==> src/rtl/sobel_stream_filter_pkg.sv <==
// Shared constants for the Sobel stream filter: output modes, fill values,
// reset threshold and gradient width helper.
package sobel_stream_filter_pkg;

   localparam int unsigned ModeBinary = 0;
   localparam int unsigned ModeMag    = 1;

   // Binary-mode fill bits: edges are drawn black on a white background.
   localparam logic EdgeBlack = 1'b0;
   localparam logic EdgeWhite = 1'b1;

   localparam int unsigned ThrReset = 12;

   function automatic int unsigned grad_w(input int unsigned pix_w);
      return pix_w + 3;
   endfunction

endpackage

==> src/rtl/sobel_stream_filter_line_buffer.sv <==
// Two-row line buffer addressed by column; combinational read, row 0 cascades into row 1
// on each write so the read values are always the two rows above the incoming pixel.
module sobel_stream_filter_line_buffer #(
   parameter int unsigned PIX_W = 8,
   parameter int unsigned IMG_W = 180,
   parameter int unsigned AW    = $clog2(IMG_W)
) (
   input  logic             clk_i,
   input  logic             we_i,
   input  logic [AW-1:0]    addr_i,
   input  logic [PIX_W-1:0] wdata_i,
   output logic [PIX_W-1:0] line0_o,
   output logic [PIX_W-1:0] line1_o
);

   logic [PIX_W-1:0] line0_q [IMG_W];
   logic [PIX_W-1:0] line1_q [IMG_W];

   assign line0_o = line0_q[addr_i];
   assign line1_o = line1_q[addr_i];

   // Contents are never read before being rewritten, so no reset is needed.
   always_ff @(posedge clk_i) begin
      if (we_i) begin
         line0_q[addr_i] <= wdata_i;
         line1_q[addr_i] <= line0_q[addr_i];
      end
   end

endmodule

==> src/rtl/sobel_stream_filter.sv <==
// Streaming 3x3 Sobel edge filter: raster counters, 3x3 window, 3-stage pipeline
// (window load, Gx/Gy, magnitude/threshold) with frame and line markers.
module sobel_stream_filter
   import sobel_stream_filter_pkg::*;
#(
   parameter int unsigned PIX_W = 8,
   parameter int unsigned IMG_W = 180,
   parameter int unsigned IMG_H = 180,
   parameter int unsigned MODE  = 0
) (
   input  logic             sys_clk,
   input  logic             sys_rst_n,
   input  logic [PIX_W-1:0] data_in,
   input  logic             in_flag,
   input  logic             in_sof,
   input  logic [PIX_W-1:0] threshold,
   output logic [PIX_W-1:0] data_out,
   output logic             out_flag,
   output logic             out_sof,
   output logic             out_eol,
   output logic             frame_done
);

   localparam int unsigned CW = $clog2(IMG_W);
   localparam int unsigned RW = $clog2(IMG_H);
   localparam int unsigned GW = grad_w(PIX_W);
   localparam int unsigned MW = GW + 1;

   localparam logic [CW-1:0]    ColLast = CW'(IMG_W - 1);
   localparam logic [RW-1:0]    RowLast = RW'(IMG_H - 1);
   localparam logic [PIX_W-1:0] PixMax  = '1;

   logic [CW-1:0] col_q, col_d, cur_col;
   logic [RW-1:0] row_q, row_d, cur_row;
   logic [PIX_W-1:0] thr_q;
   logic [PIX_W-1:0] lb_line0, lb_line1;
   logic [PIX_W-1:0] win_q [3][3];
   logic win_ok, first_pix;

   logic             v0_q, sof0_q, eol0_q, done0_q;
   logic [PIX_W-1:0] thr0_q;
   logic signed [GW-1:0] gx_d, gy_d, gx_q, gy_q;
   logic             v1_q, sof1_q, eol1_q, done1_q;
   logic [PIX_W-1:0] thr1_q;
   logic [GW-1:0]    gx_abs, gy_abs;
   logic [MW-1:0]    mag;
   logic [PIX_W-1:0] pix_d;

   // in_sof overrides the counters so a resync always lands on (0,0).
   always_comb begin
      cur_col = in_sof ? '0 : col_q;
      cur_row = in_sof ? '0 : row_q;
      col_d   = cur_col + 1'b1;
      row_d   = cur_row;
      if (cur_col == ColLast) begin
         col_d = '0;
         row_d = (cur_row == RowLast) ? '0 : cur_row + 1'b1;
      end
      win_ok    = (cur_row >= RW'(2)) && (cur_col >= CW'(2));
      first_pix = (cur_row == '0) && (cur_col == '0);
   end

   sobel_stream_filter_line_buffer #(
      .PIX_W (PIX_W),
      .IMG_W (IMG_W),
      .AW    (CW)
   ) u_line_buffer (
      .clk_i   (sys_clk),
      .we_i    (in_flag),
      .addr_i  (cur_col),
      .wdata_i (data_in),
      .line0_o (lb_line0),
      .line1_o (lb_line1)
   );

   always_ff @(posedge sys_clk or negedge sys_rst_n) begin
      if (!sys_rst_n) begin
         col_q <= '0;
         row_q <= '0;
         thr_q <= PIX_W'(ThrReset);
         for (int i = 0; i < 3; i++) begin
            for (int j = 0; j < 3; j++) begin
               win_q[i][j] <= '0;
            end
         end
      end else if (in_flag) begin
         col_q <= col_d;
         row_q <= row_d;
         if (first_pix) begin
            thr_q <= threshold;
         end
         for (int i = 0; i < 3; i++) begin
            win_q[i][0] <= win_q[i][1];
            win_q[i][1] <= win_q[i][2];
         end
         win_q[0][2] <= lb_line1;
         win_q[1][2] <= lb_line0;
         win_q[2][2] <= data_in;
      end
   end

   function automatic logic signed [GW-1:0] ext(input logic [PIX_W-1:0] p);
      return $signed({3'b000, p});
   endfunction

   always_comb begin
      gx_d = (ext(win_q[0][2]) + (ext(win_q[1][2]) <<< 1) + ext(win_q[2][2]))
           - (ext(win_q[0][0]) + (ext(win_q[1][0]) <<< 1) + ext(win_q[2][0]));
      gy_d = (ext(win_q[0][0]) + (ext(win_q[0][1]) <<< 1) + ext(win_q[0][2]))
           - (ext(win_q[2][0]) + (ext(win_q[2][1]) <<< 1) + ext(win_q[2][2]));
   end

   always_comb begin
      gx_abs = gx_q[GW-1] ? GW'(-gx_q) : GW'(gx_q);
      gy_abs = gy_q[GW-1] ? GW'(-gy_q) : GW'(gy_q);
      mag    = {1'b0, gx_abs} + {1'b0, gy_abs};
      if (MODE == ModeBinary) begin
         pix_d = (mag >= MW'(thr1_q)) ? {PIX_W{EdgeBlack}} : {PIX_W{EdgeWhite}};
      end else begin
         pix_d = (mag > MW'(PixMax)) ? PixMax : mag[PIX_W-1:0];
      end
   end

   // The threshold travels with each pixel so a new frame's latch cannot alter
   // outputs of the previous frame still in flight.
   always_ff @(posedge sys_clk or negedge sys_rst_n) begin
      if (!sys_rst_n) begin
         v0_q       <= 1'b0;
         sof0_q     <= 1'b0;
         eol0_q     <= 1'b0;
         done0_q    <= 1'b0;
         thr0_q     <= '0;
         gx_q       <= '0;
         gy_q       <= '0;
         v1_q       <= 1'b0;
         sof1_q     <= 1'b0;
         eol1_q     <= 1'b0;
         done1_q    <= 1'b0;
         thr1_q     <= '0;
         data_out   <= '0;
         out_flag   <= 1'b0;
         out_sof    <= 1'b0;
         out_eol    <= 1'b0;
         frame_done <= 1'b0;
      end else begin
         v0_q    <= in_flag && win_ok;
         sof0_q  <= in_flag && win_ok && (cur_row == RW'(2)) && (cur_col == CW'(2));
         eol0_q  <= in_flag && win_ok && (cur_col == ColLast);
         done0_q <= in_flag && win_ok && (cur_col == ColLast) && (cur_row == RowLast);
         thr0_q  <= thr_q;

         gx_q    <= gx_d;
         gy_q    <= gy_d;
         v1_q    <= v0_q;
         sof1_q  <= sof0_q;
         eol1_q  <= eol0_q;
         done1_q <= done0_q;
         thr1_q  <= thr0_q;

         out_flag   <= v1_q;
         out_sof    <= sof1_q;
         out_eol    <= eol1_q;
         frame_done <= done1_q;
         if (v1_q) begin
            data_out <= pix_d;
         end
      end
   end

endmodule

==> config.mk <==
export PLATFORM = sky130hd
export DESIGN_NAME = sobel_stream_filter
export DESIGN_NICKNAME = d
export VERILOG_FILES = /design/src/rtl/sobel_stream_filter_pkg.sv /design/src/rtl/sobel_stream_filter_line_buffer.sv /design/src/rtl/sobel_stream_filter.sv
export SDC_FILE = /design/constraint.sdc
export NUM_CORES = 2
export LEC_CHECK = 0
export ABC_AREA = 1
export BUFFER_PORTS_ARGS = -buffer_cell sky130_fd_sc_hd__buf_2
export CAP_MARGIN = 0
export CORE_MARGIN = 2
export CORE_UTILIZATION = 50
export DETAILED_ROUTE_END_ITERATION = 8
export HOLD_SLACK_MARGIN = 0.1
export PLACE_DENSITY = 0.68
export SLEW_MARGIN = 20
export SYNTH_ARGS = -nofsm -noshare
export SYNTH_HDL_FRONTEND = slang
export SYNTH_SLANG_ARGS = --single-unit
==> constraint.sdc <==
create_clock -name sys_clk -period 4.6 [get_ports sys_clk]
set_input_delay 0.92 -clock sys_clk [delete_from_list [all_inputs] [get_ports sys_clk]]
set_output_delay 0.92 -clock sys_clk [all_outputs]
set_load 0.02 [all_outputs]
* Word-level counts from Yosys, hierarchy flattened *
Memory sizes are Yosys's and may differ from the RTL's. A register that Yosys moved wholly into a read port is not among the register bits.
Cells that the tools add are included.

word-level totals
  register bits after elaboration = 146
  memory bits (writable) = 2,880
  bits of input ports = 20
  logic and storage cells = 73
  memories kept = 2

cells by class
  add/subtract/negate cells = 15
  order comparisons = 3
  eq/ne operators = 4
  muxes and demuxes = 10
  reduce and logical (&&, ||, !) cells = 11

memories
  name                   depth  bits a word  read ports  clocked after memory_dff  write ports  line                                   RTL
  u_line_buffer.line0_q  180    8            1           0                         1            sobel_stream_filter_line_buffer.sv:16  logic [PIX_W-1:0] line0_q [IMG_W];
  u_line_buffer.line1_q  180    8            1           1                         1            sobel_stream_filter_line_buffer.sv:17  logic [PIX_W-1:0] line1_q [IMG_W];

operators by type and width
  cell                                                 number
  2-to-1 mux 8 bit                                     6
  adder 10 x 8 -> 11 bit                               4
  adder 8 x 9 -> 10 bit                                4
  2-to-1 mux 11 bit                                    2
  negator 11 bit                                       2
  subtractor 11 bit                                    2
  adder 8 x 1 -> 8 bit, second input constant          2
  equality test 8 x 2 -> 1 bit, second input constant  2
  equality test 8 bit, second input constant           2
  >= comparator 8 x 2 -> 1 bit, second input constant  2
  logical NOT 8 bit                                    2
  adder 11 x 11 -> 12 bit                              1
  >= comparator 12 x 8 -> 1 bit                        1
  logical AND 1 bit                                    7
  2-to-1 mux 1 bit                                     2
  AND reduction 2 bit                                  1
  logical NOT 1 bit                                    1

* Logic depth before layout (Yosys ltp) *
  depth in word-level cells = 6
  gate-level depth with buffers = 21

* Hierarchy *
A second synthesis with hierarchy kept.

second synthesis, totals
  cells, all modules = 12,025
  area, all modules = 127,233.3 um^2

by module, submodules not included
  module                           times used  cells each  area each (um^2)  seq. area each (um^2)
  sobel_stream_filter_line_buffer  1           11,016      118,090.8         86,482.9
  sobel_stream_filter              1           1,009       9,142.5           3,681.0

* Worst setup path after synthesis *
Ideal clock, no wire load.

  path type = input to register
  from = in in_sof
  to = mem u_line_buffer.line1_q[0][5], data pin
  setup time = 1.161 ns
  arrival = 4.462 ns
  path slack = -1.023 ns
  stages on the path = 12
  buffers on the path = 4
  path through = buf_6 buf_6 nor2_2 nor2_1 clkbuf_1 nand2_1 clkbuf_1 nor2_1 nor2_1 nand2_1 nor2_1 nand3_1

between the ends
  longest elaborated chain between the ends = 2

ends and longest elaborated chain
  what                       line                                   RTL
  from (decl)                sobel_stream_filter.sv:15              input logic in_sof,
  2-to-1 mux 8 bit           sobel_stream_filter.sv:51              cur_col = in_sof ? '0 : col_q;
  memory read (180 x 8 bit)  n/a
  to (decl)                  sobel_stream_filter_line_buffer.sv:17

Every way passes these cells.

* Worst setup path after layout *
  from = reg col_q[0]
  to = mem u_line_buffer.line1_q[71][1], data pin

between the ends
  longest elaborated chain between the ends = 2

ends and longest elaborated chain
  what                       line                       RTL
  from (decl)                sobel_stream_filter.sv:33  logic [CW-1:0] col_q, col_d, cur_col;
  from (signal assigned)     sobel_stream_filter.sv:87  col_q <= col_d;
  2-to-1 mux 8 bit           sobel_stream_filter.sv:51
  memory read (180 x 8 bit)  n/a

Every way passes these cells.

==> run summary <==
result of the run = completed
vias in the first global route = 84800
core area = 255000 um2
Max Clock Freq = 0.236 GHz
Final min period = 4230 ps
Worst Reg2Reg Path Length in Cells = 16
delay of the slowest critical-path stage = 540 ps
placed cell count = 15100
number of placed I/O pins = 32
clock tree from TritonCTS = built
buffer levels on the longest clock path = 4
number of design-rule violations left by the first detailed-router iteration = 12200
Detail Placement HPWL = 223 mm
total power = 68700 uW
fraction of layout cells with a size suffix above 1 = 8.94%
IO buf count = 31
capture point of the worst path = u_line_buffer.line1_q[71][1]
type of the worst min-delay path = input pin to register
Final Wtd Congestion = 0.935
vias = 88900
root cell of the clock tree = clkbuf_16
r2r setup slk = 370 ps
# H-tree levels = 5
number of buffers inserted during clock tree synthesis = 320
pin count of the biggest net entering global routing = 105
most area-hungry cell type in the Yosys netlist = edfxtp_1
filler instances = 20400
post-synthesis instance area = 128000 um2
design area = 146000 um2
cell seen most often among critical-path stages = nor2_1
number of synthesized register bits = 3027
Mapped Cells = 11800
drt first pass iters = 6
Net Count, Synth = 11900
die width = 511 um
RSZ-0062 raised after global routing = no
post-detailed-route DRC marker count = 0
gr usage total = 28.0%
endpoint kind of the worst setup timing path = register
Final Non-Filler Cells = 15700
Syn. warnings = 0
arrival time of the worst setup path = 4850 ps
Data required, critical path = 5220 ps
source of the critical timing path = col_q[0]
dominant cell by count in the synthesized netlist = edfxtp_1
Setup CP Type = register to register
CP startpoint kind = register
CTS sink cnt = 3027
FF-to-FF Start = col_q[0]
Crit-path slowest cell = dfrtp_4
Pins Over Slew Limit = 0
post-DR vias/cell = 5.68
Synth top area share = 67.4%
number of nets in the layout = 12200
Least-Margin Pin Slew = 1150 ps
Fin Setup TNS = 0 ps
worst r2r dst = u_line_buffer.line1_q[71][1]
EDFF count, synth = 2880
Chip Height = 511 um
asr flop ratio synth = 4.86%
worst-case vdd ir drop = 0.000497 V
effective utilization at floorplan = 50.4%
commonest register cell after synthesis = edfxtp_1
Lkg Pwr = 0.0571 uW
worst skew pair latency = 1000 ps
Placement Rows = 185
total of endpoints with negative setup slack in the final report = 0
total congestion overflow = 0
Commonest cells post-synth = 2880 x edfxtp_1, 2763 x nand2_1, 2044 x nor2_1, 1124 x o21ai_0, 1093 x inv_1
reported max-cap violation count = 0
power density relative to cell area = 472 nW/um2
Syn Area/Cell = 10.9 um2
critical path peak fanout = 81
distinct cell type count of the synthesized netlist = 48
DR WL/cell = 23.6 um
Clock Pin Slew Worst Setup and Hold Paths = 60 ps
Detail Route Antenna Nets = 0
DP Area = 136000 um2
worst setup skew after layout = 117 ps
Layout area overhead = 13.4%
biggest area contributors in the synthesized netlist = edfxtp_1 67%, nand2_1 8.1%, nor2_1 6.0%
antenna violations before repair = 9
ratio of final minimum period to clock period = 92.0%
CP Cell Sequence = inv_8, buf_4, buf_4, nor2_1, nor2_1, o21ai_0, o21ai_1, nand2_1, nand2_1, nor2_1, nor2_1, nor2_1, nand2_1, nor2_1, nand2_8, buf_12
global-route wire length before repair = 544 mm
sequential cell area fraction in the yosys report = 70.3%
Resized cells post-CTS = 0
smallest hold slack = 156 ps
Final Routed Wirelength = 371 mm
Max-Slew Margin vs Limit = 23.7%
final-report hold violation count = 0
Die Area = 261000 um2
[power by group]
part / leakage (uW) / switching (uW) / internal [uW]
clock network: 0.00480 / 10500 / 14200
registers: 0.0277 / 313 / 31500
logic: 0.0246 / 8240 / 3900
total: 0.0571 / 19000 / 49700
[stage by stage]
step,utilization (%),setup WS (ps)
2_1_floorplan,-,216
3_3_place_gp,53.3,1.79
3_5_place_dp,53.3,-15.7
4_1_cts,57.1,557
5_1_grt,57.2,353
6_report,57.2,369
[cell families (layout without fill, tap and decap cells)]
kind of cell,after synthesis,in the layout,synth area share [%]
DFF,3027,3027,70.3
muxes,8,8,0.0702
adders and majority gates,115,115,1.49
xor gates and xnor gates,42,42,0.287
AOI/OAI and AO/OA,1422,1422,5.67
buffers and inverters,1724,2273,5.66
other,0,5,0
and+or+nand+nor,5413,5413,16.5
[flip-flops by register name, indices dropped and copies added, names as in the netlist, 8 cells and up]
signal                 count
u_line_buffer.line0_q   1440
u_line_buffer.line1_q   1440
win_q                     72
gx_q                      11
gy_q                      11
col_q                      8
row_q                      8
thr0_q                     8
thr1_q                     8
thr_q                      8
[layout make-up]
| cell class | instances | area [um2] | area share (%) |
|---|---|---|---|
| flip-flops and latches | 3027 | 90200 | 62.0 |
| multi-input cells | 7000 | 31100 | 21.3 |
| clock buffers | 403 | 8480 | 5.82 |
| repair buffers | 620 | 6080 | 4.18 |
| well taps | 3366 | 4210 | 2.89 |
| inverters | 1101 | 4150 | 2.85 |
| clock inverters | 149 | 1360 | 0.934 |
| diodes | 5 | 12.5 | 0.00860 |
[per-layer routing]
| layer | global-route usage (%) | routed length [um] | share of wire (%) | vias up |
|---|---|---|---|---|
| met4 | 12.1 | 16800 | 4.5 | 4 |
| met5 | 0 | 23 | 0.0062 | - |
| met1 | 38.2 | 142000 | 38 | 43100 |
| met2 | 43.4 | 168000 | 45 | 5297 |
| li1 | - | - | - | 39700 |
| met3 | 6.45 | 44000 | 12 | 852 |
[repair_timing]
action                    CTS  global route
hold endpoints to repair   56             0
hold buffers                3             0
setup buffers               0             0
[worst min path at each step]
| stage | endpoint | cells past startpoint | slack [ps] | startpoint |
|---|---|---|---|---|
| 2_1_floorplan | done1_q | 0 | 330 | done0_q |
| 6_report | thr_q[2] | 2 | 160 | threshold[2] |
| 4_1_cts | thr_q[2] | 2 | 110 | threshold[2] |
| 3_3_place_gp | out_eol | 0 | 330 | eol1_q |
| 5_1_grt | thr_q[6] | 2 | 140 | threshold[6] |
| 3_5_place_dp | thr1_q[0] | 0 | 340 | thr0_q[0] |
[critical path: cells and delay by family, from the launching register on]
kind,cells,cell delay [ps]
buffers and inverters,4,1560
and+or+nand+nor,10,1420
DFF,1,540
AOI/OAI and AO/OA,2,180
[placed cells by master, fill, tap and decap left out, types with 6 or more instances in the layout]
cell type / netlist / layout
clkinvlp_4: 0 / 9
nor3_2: 1 / 15
nand3_4: 0 / 6
o22ai_1: 80 / 80
nor3_1: 23 / 9
nor2_4: 4 / 7
o21ai_0: 1124 / 1124
nand2_1: 2763 / 2761
nor2_1: 2044 / 2043
xnor2_1: 12 / 12
clkbuf_16: 0 / 325
inv_1: 1093 / 1092
inv_6: 1 / 7
clkinv_2: 0 / 48
clkinv_1: 1 / 57
nand3_1: 523 / 517
xor2_1: 30 / 30
bufinv_16: 0 / 22
a21oi_1: 62 / 62
dfrtp_1: 145 / 144
o211ai_1: 9 / 9
ha_1: 52 / 52
buf_2: 304 / 21
buf_6: 17 / 9
clkbuf_1: 207 / 73
o21ai_1: 133 / 133
buf_12: 0 / 115
nand4_1: 31 / 31
buf_4: 72 / 472
fa_1: 63 / 63
edfxtp_1: 2880 / 2880
nor2_2: 8 / 6
Note: power is estimated with default switching activity, not from simulation.
